==> config.mk <==
export PLATFORM = sky130hd
export DESIGN_NAME = ir_tx_nec_fifo
export DESIGN_NICKNAME = d
export VERILOG_FILES = /design/src/rtl/ir_tx_nec_fifo.sv
export SDC_FILE = /design/constraint.sdc
export NUM_CORES = 1
export LEC_CHECK = 0
export CAP_MARGIN = 30
export CORE_UTILIZATION = 30
export CTS_CLUSTER_SIZE = 20
export DETAILED_ROUTE_END_ITERATION = 6
export PLACE_DENSITY = 0.44
export SLEW_MARGIN = 20
export SYNTH_ARGS = -nofsm -noshare
export SYNTH_HDL_FRONTEND = slang
export SYNTH_SLANG_ARGS = --single-unit
==> constraint.sdc <==
create_clock -name clk -period 4.2 [get_ports clk]
set_input_delay 0.84 -clock clk [delete_from_list [all_inputs] [get_ports clk]]
set_output_delay 0.84 -clock clk [all_outputs]
set_load 0.1 [all_outputs]
==> src/rtl/ir_tx_nec_fifo.sv <==
// NEC IR transmitter with an Avalon-MM FIFO front end and drain interrupt.
// Define IR_TX_CARRIER_EN to modulate marks with the carrier; otherwise ir is the baseband envelope.
module ir_tx_nec_fifo #(
  parameter int UNIT_CYCLES    = 28125,
  parameter int CARRIER_PERIOD = 1316,
  parameter int CARRIER_HIGH   = 439,
  parameter int GAP_UNITS      = 72,
  parameter int FIFO_AW        = 3
) (
  input  logic        clk,
  input  logic        reset_n,
  output logic        irq,
  input  logic        s_address,
  input  logic        s_cs_n,
  input  logic        s_read,
  output logic [31:0] s_readdata,
  input  logic        s_write,
  input  logic [31:0] s_writedata,
  output logic        ir
);

  localparam int DEPTH = 1 << FIFO_AW;
  localparam int UC_W  = (UNIT_CYCLES > 1) ? $clog2(UNIT_CYCLES) : 1;
  localparam int UN_W  = $clog2(((GAP_UNITS > 16) ? GAP_UNITS : 16) + 1);

  if (CARRIER_HIGH >= CARRIER_PERIOD) begin : g_param_chk
    $error("CARRIER_HIGH must be less than CARRIER_PERIOD");
  end

  typedef enum logic [2:0] {
    IDLE, LEAD_MARK, LEAD_SPACE, BIT_MARK, BIT_SPACE, STOP_MARK, GAP
  } state_t;

  state_t               state, state_nx;
  logic [31:0]          mem [DEPTH];
  logic [FIFO_AW-1:0]   wr_ptr, rd_ptr;
  logic [FIFO_AW:0]     used;
  logic [31:0]          shreg;
  logic [4:0]           bit_cnt;
  logic [UC_W-1:0]      cyc_cnt;
  logic [UN_W-1:0]      unit_cnt, last_unit;
  logic                 irq_pend, irq_en, ovf;
  logic                 acc, wr_data, wr_cs, rd_en, fifo_clr;
  logic                 empty, full, push, pop, drop;
  logic                 unit_end, state_done, irq_set, ir_d;
  logic [31:0]          cs_word;

  function automatic logic [UN_W-1:0] state_units(input state_t s, input logic b);
    logic [UN_W-1:0] u;
    case (s)
      LEAD_MARK:  u = UN_W'(16);
      LEAD_SPACE: u = UN_W'(8);
      BIT_SPACE:  u = b ? UN_W'(3) : UN_W'(1);
      GAP:        u = UN_W'(GAP_UNITS);
      default:    u = UN_W'(1);
    endcase
    return u;
  endfunction

  function automatic logic is_mark(input state_t s);
    return (s == LEAD_MARK) || (s == BIT_MARK) || (s == STOP_MARK);
  endfunction

  assign acc      = ~s_cs_n;
  assign wr_data  = acc & s_write & ~s_address;
  assign wr_cs    = acc & s_write & s_address;
  assign rd_en    = acc & s_read;
  assign fifo_clr = wr_cs & s_writedata[0];
  assign empty    = (used == '0);
  assign full     = (used == (FIFO_AW+1)'(DEPTH));
  // A pop in the same cycle frees a slot, so a push into a full FIFO still lands.
  assign push     = wr_data & (~full | pop) & ~fifo_clr;
  assign drop     = wr_data & full & ~pop & ~fifo_clr;

  assign unit_end   = (cyc_cnt == UC_W'(UNIT_CYCLES - 1));
  assign last_unit  = state_units(state, shreg[0]) - UN_W'(1);
  assign state_done = unit_end && (unit_cnt == last_unit);
  assign irq        = irq_pend & irq_en;

  always_ff @(posedge clk or negedge reset_n) begin
    if (!reset_n) state <= IDLE;
    else          state <= state_nx;
  end

  always_comb begin
    state_nx = state;
    case (state)
      IDLE:       if (!empty)    state_nx = LEAD_MARK;
      LEAD_MARK:  if (state_done) state_nx = LEAD_SPACE;
      LEAD_SPACE: if (state_done) state_nx = BIT_MARK;
      BIT_MARK:   if (state_done) state_nx = BIT_SPACE;
      BIT_SPACE:  if (state_done) state_nx = (bit_cnt == 5'd31) ? STOP_MARK : BIT_MARK;
      STOP_MARK:  if (state_done) state_nx = GAP;
      GAP:        if (state_done) state_nx = IDLE;
      default:    state_nx = IDLE;
    endcase
  end

`ifdef IR_TX_CARRIER_EN
  localparam int CP_W = (CARRIER_PERIOD > 1) ? $clog2(CARRIER_PERIOD) : 1;
  logic [CP_W-1:0] carrier, carrier_nx;

  always_ff @(posedge clk or negedge reset_n) begin
    if (!reset_n) carrier <= '0;
    else          carrier <= carrier_nx;
  end
`endif

  // ir is registered, so it is driven from the next state to hit the first mark cycle.
  always_comb begin
    pop     = (state == IDLE) && !empty;
    irq_set = (state == STOP_MARK) && state_done && empty;
`ifdef IR_TX_CARRIER_EN
    if (state_nx != state)                          carrier_nx = '0;
    else if (carrier == CP_W'(CARRIER_PERIOD - 1))  carrier_nx = '0;
    else                                            carrier_nx = carrier + 1'b1;
    ir_d = is_mark(state_nx) && (carrier_nx < CP_W'(CARRIER_HIGH));
`else
    ir_d = is_mark(state_nx);
`endif
  end

  always_ff @(posedge clk or negedge reset_n) begin
    if (!reset_n) begin
      ir       <= 1'b0;
      cyc_cnt  <= '0;
      unit_cnt <= '0;
      bit_cnt  <= '0;
    end else begin
      ir <= ir_d;
      if (state_nx != state || state == IDLE) begin
        cyc_cnt  <= '0;
        unit_cnt <= '0;
      end else if (unit_end) begin
        cyc_cnt  <= '0;
        unit_cnt <= unit_cnt + 1'b1;
      end else begin
        cyc_cnt  <= cyc_cnt + 1'b1;
      end
      if (pop)                                  bit_cnt <= '0;
      else if (state == BIT_SPACE && state_done) bit_cnt <= bit_cnt + 1'b1;
    end
  end

  always_ff @(posedge clk) begin
    if (push) mem[wr_ptr] <= s_writedata;
    if (pop)                                    shreg <= mem[rd_ptr];
    else if (state == BIT_SPACE && state_done)  shreg <= {1'b0, shreg[31:1]};
  end

  always_ff @(posedge clk or negedge reset_n) begin
    if (!reset_n) begin
      wr_ptr <= '0;
      rd_ptr <= '0;
      used   <= '0;
    end else if (fifo_clr) begin
      wr_ptr <= '0;
      rd_ptr <= '0;
      used   <= '0;
    end else begin
      if (push) wr_ptr <= wr_ptr + 1'b1;
      if (pop)  rd_ptr <= rd_ptr + 1'b1;
      if (push && !pop)      used <= used + 1'b1;
      else if (!push && pop) used <= used - 1'b1;
    end
  end

  always_comb begin
    cs_word            = '0;
    cs_word[FIFO_AW:0] = used;
    cs_word[8]         = (state != IDLE);
    cs_word[9]         = full;
    cs_word[10]        = irq_pend;
    cs_word[11]        = ovf;
    cs_word[12]        = irq_en;
  end

  always_ff @(posedge clk or negedge reset_n) begin
    if (!reset_n) begin
      irq_pend   <= 1'b0;
      irq_en     <= 1'b0;
      ovf        <= 1'b0;
      s_readdata <= '0;
    end else begin
      if (irq_set)                        irq_pend <= 1'b1;
      else if (wr_cs && s_writedata[1])   irq_pend <= 1'b0;
      if (wr_cs)                          irq_en   <= s_writedata[2];
      if (drop)                           ovf      <= 1'b1;
      else if (wr_cs && s_writedata[3])   ovf      <= 1'b0;
      s_readdata <= (rd_en && s_address) ? cs_word : 32'd0;
    end
  end

endmodule

==> flow_summary_export.csv, run 1 <==
group,metric,value,unit
yosys,yosysTopAreaCell,"edfxtp_1",
clock_tree,cts-resized-gates,0,
die,dieHeight,217,µm
clock_tree,clk_pin_slew_worst_paths,0.06,ns
yosys,yosysSeqAreaShare,0.721,
global_route,gr-total-overflow,0,
setup_path,reg2reg_depth,12,
yosys,ys_seq_elements,341,
global_route,grtUsageTotal,0.125,
clock_tree,cts_root_buf,"clkbuf_16",
setup_path,cpMostUsedCell,"nand2_1",
placement,pre_cts_slack,0.657,ns
setup_path,crit_path_end_kind,"flop",
detailed_routing,drtIter0Drc,292,
clock_tree,cts_setup_buffers,0,
sta,rsz0062_at_grt,"no",
global_route,grt_max_degree,71,
placement,place.detailed.hpwl,15800,µm
detailed_routing,ant_nets,0,
sta,setup_viol,0,
sta,finClkSkew,0.0231,ns
detailed_routing,totalWireLength,28100,µm
yosys,ys_warn_count,0,
detailed_routing,drc,0,
detailed_routing,routed_via_density,4.59,
clock_tree,ctsHoldBuffers,0,
sta,worst_pin_slew,1.01,ns
setup_path,crit_arrival,3.76,ns
yosys,synth.distinct_cells,57,
setup_path,slowest_delay,0.50,ns
setup_path,crit_path_max_fanout,32,
yosys,synthCells,809,
pwr,p_leak,0.00536,µW
final_layout,drive_gt1_frac,0.179,
yosys,synth_area,0.0138,mm²
detailed_routing,wl_met3,796,µm
yosys,synth_ff_type,"edfxtp_1",
yosys,syn_area_per_cell,17.1,µm²
sta,slew_violations,0,
clock_tree,max-clock-path-buffers,3,
final_layout,layout.nets,927,
clock_tree,clk_latency,0.56,ns
sta,slew_headroom,0.322,
die,pin_count,72,
pwr,p_per_area,483,mW/mm²
sta,hold_viol,0,
detailed_routing,top_layer_used,"met4",
die,start_util,0.304,
global_route,first_global_vias,7457,
global_route,grt_first_pass_wirelength,44800,µm
placement,gp_congestion,0.726,
final_layout,diodes,0,
setup_path,critical_path_class,"reg -> reg",
detailed_routing,met2_length,13500,µm
sta,period_share,0.849,
clock_tree,clock_sinks,341,
yosys,synth_area_leaders,"edfxtp_1 (62%), mux4_2 (10%), dfrtp_1 (9.6%)",
clock_tree,htree_levels,2,
setup_path,crit_path_top_delay_cell,"dfrtp_1",
die,fp.coreArea,0.0455,mm²
clock_tree,cts_tree,"built",
hold_path,hold_path_class,"in -> async",
yosys,synth_edf_count,288,
sta,post-route-min-period,3.57,ns
detailed_routing,avgRoutedWirePerCell,18.7,µm
clock_tree,cts_buffers,40,
pwr,ir_drop,327,µV
die,die_area,0.0470,mm²
setup_path,crit_path_cell_trace,"nand2b_1, nor2_1, nand2_1, ha_1, ha_1, xor2_1, a2111oi_0, nor3_1, nor3_2, nand2_1, nand2_1, buf_4",
detailed_routing,drt-met1-wl,13100,µm
run_status,status,"complete, no violations",
sta,final.setup.tns,0,ns
setup_path,setup.worst_path.start_class,"flop",
yosys,async_flop_share,0.155,
die,fp.dieW,217,µm
yosys,synth_top_area_frac,0.625,
placement,portBuffers,48,
final_layout,areaGrowthSynthToFinish,17.7,%
run,max_cap_violations,0,
setup_path,required,4.39,ns
detailed_routing,vias,6924,
sta,layout_setup_ws,0.635,ns
yosys,synth_common_cells,"edfxtp_1 (288), nand2_1 (66), mux4_2 (64), dfrtp_1 (53), nor2_1 (43)",
global_route,antenna_found_initial,0,
yosys,synth.most_common_cell,"edfxtp_1",
die,num_rows,78,
sta,fmax,0.280,GHz
detailed_routing,first_pass_iters,4,
==> power breakdown <==
part / total, µW / switching (µW) / internal, µW
registers: 3970 / 135 / 3830
clock network: 3270 / 1380 / 1890
logic: 621 / 393 / 228
total: 7860 / 1910 / 5950
==> flip-flops by register name, indices dropped and copies added, names as in the netlist <==
| signal | flops |
|---|---|
| state | 3 |
| mem | 256 |
| irq_en | 1 |
| ovf | 1 |
| shreg | 32 |
| wr_ptr | 3 |
| irq_pend | 1 |
| s_readdata | 9 |
| bit_cnt | 5 |
| rd_ptr | 3 |
| used | 4 |
| unit_cnt | 7 |
| cyc_cnt | 15 |
| ir | 1 |
==> cells by family after synthesis <==
kind of cell               share of synthesized area
AOI/OAI and AO/OA                             0.0291
xor gates and xnor gates                      0.0152
adders and majority gates                     0.0121
buffers and inverters                         0.0253
DFF                                            0.721
muxes                                          0.130
other                                       0.000271
and+or+nand+nor                               0.0672
==> worst max-delay path, delay by kind of cell, from the launching register on <==
| family | cells | cell delay [ns] |
|---|---|---|
| adders and majority gates | 2 | 0.44 |
| and+or+nand+nor | 7 | 1.28 |
| xor gates and xnor gates | 1 | 0.17 |
| AOI/OAI and AO/OA | 1 | 0.36 |
| DFF | 1 | 0.50 |
| buffers and inverters | 1 | 0.42 |
==> routing by layer <==
metal  vias to the layer above  GRT usage
li1                       3230          -
met1                      3556      0.166
met2                        98      0.203
met3                        40     0.0239
met4                         0     0.0474
met5                         -          0
==> cell usage in the layout (no fill, tap or decap), types with 4 or more instances in the layout <==
cell and instances:
a21oi_1 14, and2_1 4, and3_1 11, buf_4 14, clkbuf_1 9, clkbuf_16 40
clkdlybuf4s50_1 47, clkinv_1 5, clkinv_2 10, conb_1 23, dfrtp_1 50, edfxtp_1 288
ha_1 11, inv_1 7, mux2i_1 35, mux4_2 64, nand2_1 66, nand2b_1 4
nand3_1 15, nand4_1 6, nor2_1 40, nor3_1 11, nor3_2 4, o21ai_0 36
or2_2 5, or3_1 5, xnor2_1 14, xor2_1 10
==> layout make-up <==
class	count	area, µm²
repair buffers	65	641
well taps	600	751
inverters	7	26.3
clock buffers	49	1030
flip-flops and latches	341	9980
clock inverters	23	189
multi-input cells	422	3660
fillers	4378	29200
==> stage by stage <==
stage,area [µm²],cells,util,hold WS (ns),total power (µW)
after floorplan,13900,831,-,0.441,4440
after global placement,15000,1434,0.331,0.461,4670
after detailed placement,15100,1435,0.331,0.479,4670
after CTS,16300,1507,0.358,0.262,8010
after global routing,16300,1507,0.358,0.292,8180
final,16300,1507,0.358,0.269,7860
==> worst paths after layout <==
check	from	endpoint	slack, ns
max	state[0]	shreg[30]	0.63
min	reset_n	unit_cnt[2]	0.27
max reg2reg	state[0]	shreg[30]	0.63
min reg2reg	ovf	ovf	0.48
max in group asynchronous	reset_n	s_readdata[1]	3.36
min in group clk	ovf	ovf	0.48
Note: power is estimated with default switching activity, not from simulation.
==> run 2: changes to the inputs <==
--- a/config.mk
+++ b/config.mk
@@ -9,7 +9,7 @@
 export CORE_UTILIZATION = 30
 export CTS_CLUSTER_SIZE = 20
 export DETAILED_ROUTE_END_ITERATION = 6
-export PLACE_DENSITY = 0.44
+export PLACE_DENSITY = 0.43
 export SLEW_MARGIN = 20
 export SYNTH_ARGS = -nofsm -noshare
 export SYNTH_HDL_FRONTEND = slang
==> constraint.sdc (replaced) <==
create_clock -name clk -period 3.7 [get_ports clk]
set_input_delay 0.74 -clock clk [delete_from_list [all_inputs] [get_ports clk]]
set_output_delay 0.74 -clock clk [all_outputs]
set_load 0.1 [all_outputs]
==> run 2 against run 1 <==
Effect of this change: first-iteration DRC count up 14%; die area stayed put; clock skew shrank 0.0019 ns; flip-flop and latch count is the same; critical endpoint is now shreg[28]; largest cell class unchanged; highest routed layer unchanged.
==> flow_summary_export.csv, run 2 (synthesis results as in run 1) <==
group,metric,value,unit
clock_tree,clock_sinks,341,
final_layout,reg.largest.list,"mem x256, shreg x32, cyc_cnt x15",
setup_path,reg2reg_slack,0.44,ns
sta,setup_viol,0,
pwr,power_switching,2180,µW
die,start_util,0.304,
final_layout,top_register,"mem",
clock_tree,cts_buffers,40,
setup_path,r2r-start,"state[1]",
placement,place.detailed.hpwl,16300,µm
placement,gp_congestion,0.695,
placement,portBuffers,48,
run_status,status,"complete, no violations",
final_layout,layout_commonest_cell,"edfxtp_1",
pwr,p_per_area,554,mW/mm²
detailed_routing,routed_via_density,4.61,
setup_path,crit_arrival,3.50,ns
setup_path,reg2reg_depth,11,
detailed_routing,totalWireLength,29100,µm
setup_path,crit_family,"simple AND/OR/NAND/NOR gates",
global_route,first_global_vias,7313,
die,fp.coreArea,0.0455,mm²
setup_path,crit_path_max_fanout,32,
global_route,antenna_found_initial,0,
setup_path,required,3.94,ns
final_layout,multi_input_area,0.00367,mm²
setup_path,crit_path_end_kind,"flop",
final_layout,layout_common_cells,"edfxtp_1 (288), nand2_1 (65), mux4_2 (64)",
die,dieHeight,217,µm
detailed_routing,avgRoutedWirePerCell,19.2,µm
pwr,ir_drop,284,µV
final_layout,areaGrowthSynthToFinish,19.4,%
pwr,power_frac_seq,0.492,
setup_path,critical_path_class,"reg -> reg",
pwr,p_comb_frac,0.081,
detailed_routing,ant_nets,0,
setup_path,setup.worst_path.start_class,"flop",
sta,period_share,0.882,
final_layout,drive_gt1_frac,0.185,
final_layout,layout.nets,935,
final_layout,n_fill_cell,4321,
global_route,grt_max_degree,71,
sta,fmax,0.306,GHz
clock_tree,htree_levels,2,
setup_path,crit_path_top_delay_cell,"dfrtp_1",
run,max_cap_violations,0,
detailed_routing,vias,6990,
sta,slew_violations,0,
final_layout,regArea,0.00998,mm²
detailed_routing,drtIter0Drc,334,
global_route,grt_first_pass_wirelength,45200,µm
sta,finClkSkew,0.0212,ns
clock_tree,cts_root_buf,"clkbuf_16",
placement,place_inst,1443,
pwr,internal-power,6980,µW
detailed_routing,drc,0,
clock_tree,cts_setup_buffers,0,
global_route,gr-total-overflow,0,
final_layout,diodes,0,
pwr,p_leak,0.00546,µW
setup_path,cpMostUsedCell,"ha_1",
setup_path,worstPathBufferInverterCount,1,
sta,rsz0062_at_grt,"no",
clock_tree,clk_pin_slew_worst_paths,0.06,ns
clock_tree,clk_latency,0.56,ns
die,pin_count,72,
placement,pre_cts_slack,0.352,ns
sta,hold_viol,0,
clock_tree,cts-resized-gates,0,
setup_path,slowest_delay,0.50,ns
die,die_area,0.0470,mm²
global_route,grtUsageTotal,0.128,
clock_tree,cts_tree,"built",
sta,worst_pin_slew,0.984,ns
detailed_routing,first_pass_iters,5,
final_layout,largest_reg_flops,256,
die,fp.dieW,217,µm
setup_path,crit_path_cell_trace,"nor2b_1, or2_2, ha_1, ha_1, xor2_1, a2111oi_0, nor3_1, nor3_2, nand2_1, nand2_2, buf_12",
pwr,clkPwrFrac,0.427,
clock_tree,ctsHoldBuffers,0,
setup_path,rr_endpoint,"shreg[28]",
sta,layout_setup_ws,0.437,ns
final_layout,fin_cells,1515,
die,num_rows,78,
sta,post-route-min-period,3.26,ns
pwr,p_sw_frac,0.238,
clock_tree,max-clock-path-buffers,3,
hold_path,hold_path_class,"in -> async",
sta,slew_headroom,0.342,
==> run 2: cell count changes in the layout (fill, tap and decap cells not counted), sizes merged <==
cell      previous run  this run
buf                 18        26
clkinv              17        18
clkinvlp             2         1
bufinv               2         4
clkbuf              49        47
==> run 2: area by class of cell <==
cell class,instances,share of cell area
sequential,341,0.604
tap,600,0.0454
clock buffer,47,0.0647
multi-input combinational,422,0.222
clock inverter,25,0.0147
timing repair buffer,73,0.0477
inverter,7,0.00159
==> run 2: metal layers <==
| layer | vias to the layer above | track usage | share of wire |
|---|---|---|---|
| met5 | - | 0 | 0 |
| met4 | 0 | 0.0460 | 0.024 |
| met3 | 50 | 0.0246 | 0.033 |
| met2 | 104 | 0.209 | 0.48 |
| met1 | 3583 | 0.172 | 0.46 |
| li1 | 3253 | - | - |
==> run 2: how the worst max path moves through the flow <==
stage	slack, ns	startpoint	cells after the start	to
global route	0.17	state[1]	11	shreg[26]
CTS	0.42	state[1]	11	shreg[28]
finish	0.44	state[1]	11	shreg[28]
floorplan	-0.28	s_cs_n	4	mem[2][0]
detailed placement	0.35	s_write	10	used[3]
global placement	0.43	s_cs_n	12	used[3]
==> run 2: worst reg2reg max path, cell delays in order, from the launching register on <==
cell and delay [ns]:
dfrtp_1 0.50, nor2b_1 0.23, or2_2 0.32, ha_1 0.23, ha_1 0.21, xor2_1 0.17
a2111oi_0 0.35, nor3_1 0.15, nor3_2 0.23, nand2_1 0.17, nand2_2 0.13, buf_12 0.21
==> run 2: power by group through the flow <==
| stage | registers (µW) | logic (µW) | clock network, µW |
|---|---|---|---|
| 3_3_place_gp | 4580 | 757 | 0 |
| 2_1_floorplan | 4570 | 477 | 0 |
| 5_1_grt | 4530 | 815 | 4210 |
| 4_1_cts | 4510 | 762 | 4050 |
| 6_report | 4510 | 742 | 3910 |
| 3_5_place_dp | 4590 | 758 | 0 |
==> run 2: per-stage QoR <==
step	utilization	setup TNS (ns)	cell area [µm²]	hold slack, ns	total power, µW
after CTS	0.363	0	16500	0.271	9320
after global placement	0.335	0	15200	0.481	5340
after floorplan	-	-26.42	13900	0.441	5040
after global routing	0.363	0	16500	0.309	9550
after detailed placement	0.335	0	15200	0.480	5340
final	0.363	0	16500	0.257	9160
==> run 3: changes to the inputs <==
--- a/config.mk
+++ b/config.mk
@@ -10,6 +10,7 @@
 export CTS_CLUSTER_SIZE = 20
 export DETAILED_ROUTE_END_ITERATION = 6
 export PLACE_DENSITY = 0.43
+export SKIP_LAST_GASP = 1
 export SLEW_MARGIN = 20
 export SYNTH_ARGS = -nofsm -noshare
 export SYNTH_HDL_FRONTEND = slang
==> results of run 3 <==
Final layout, timing and power as in run 2 (identical DEF).
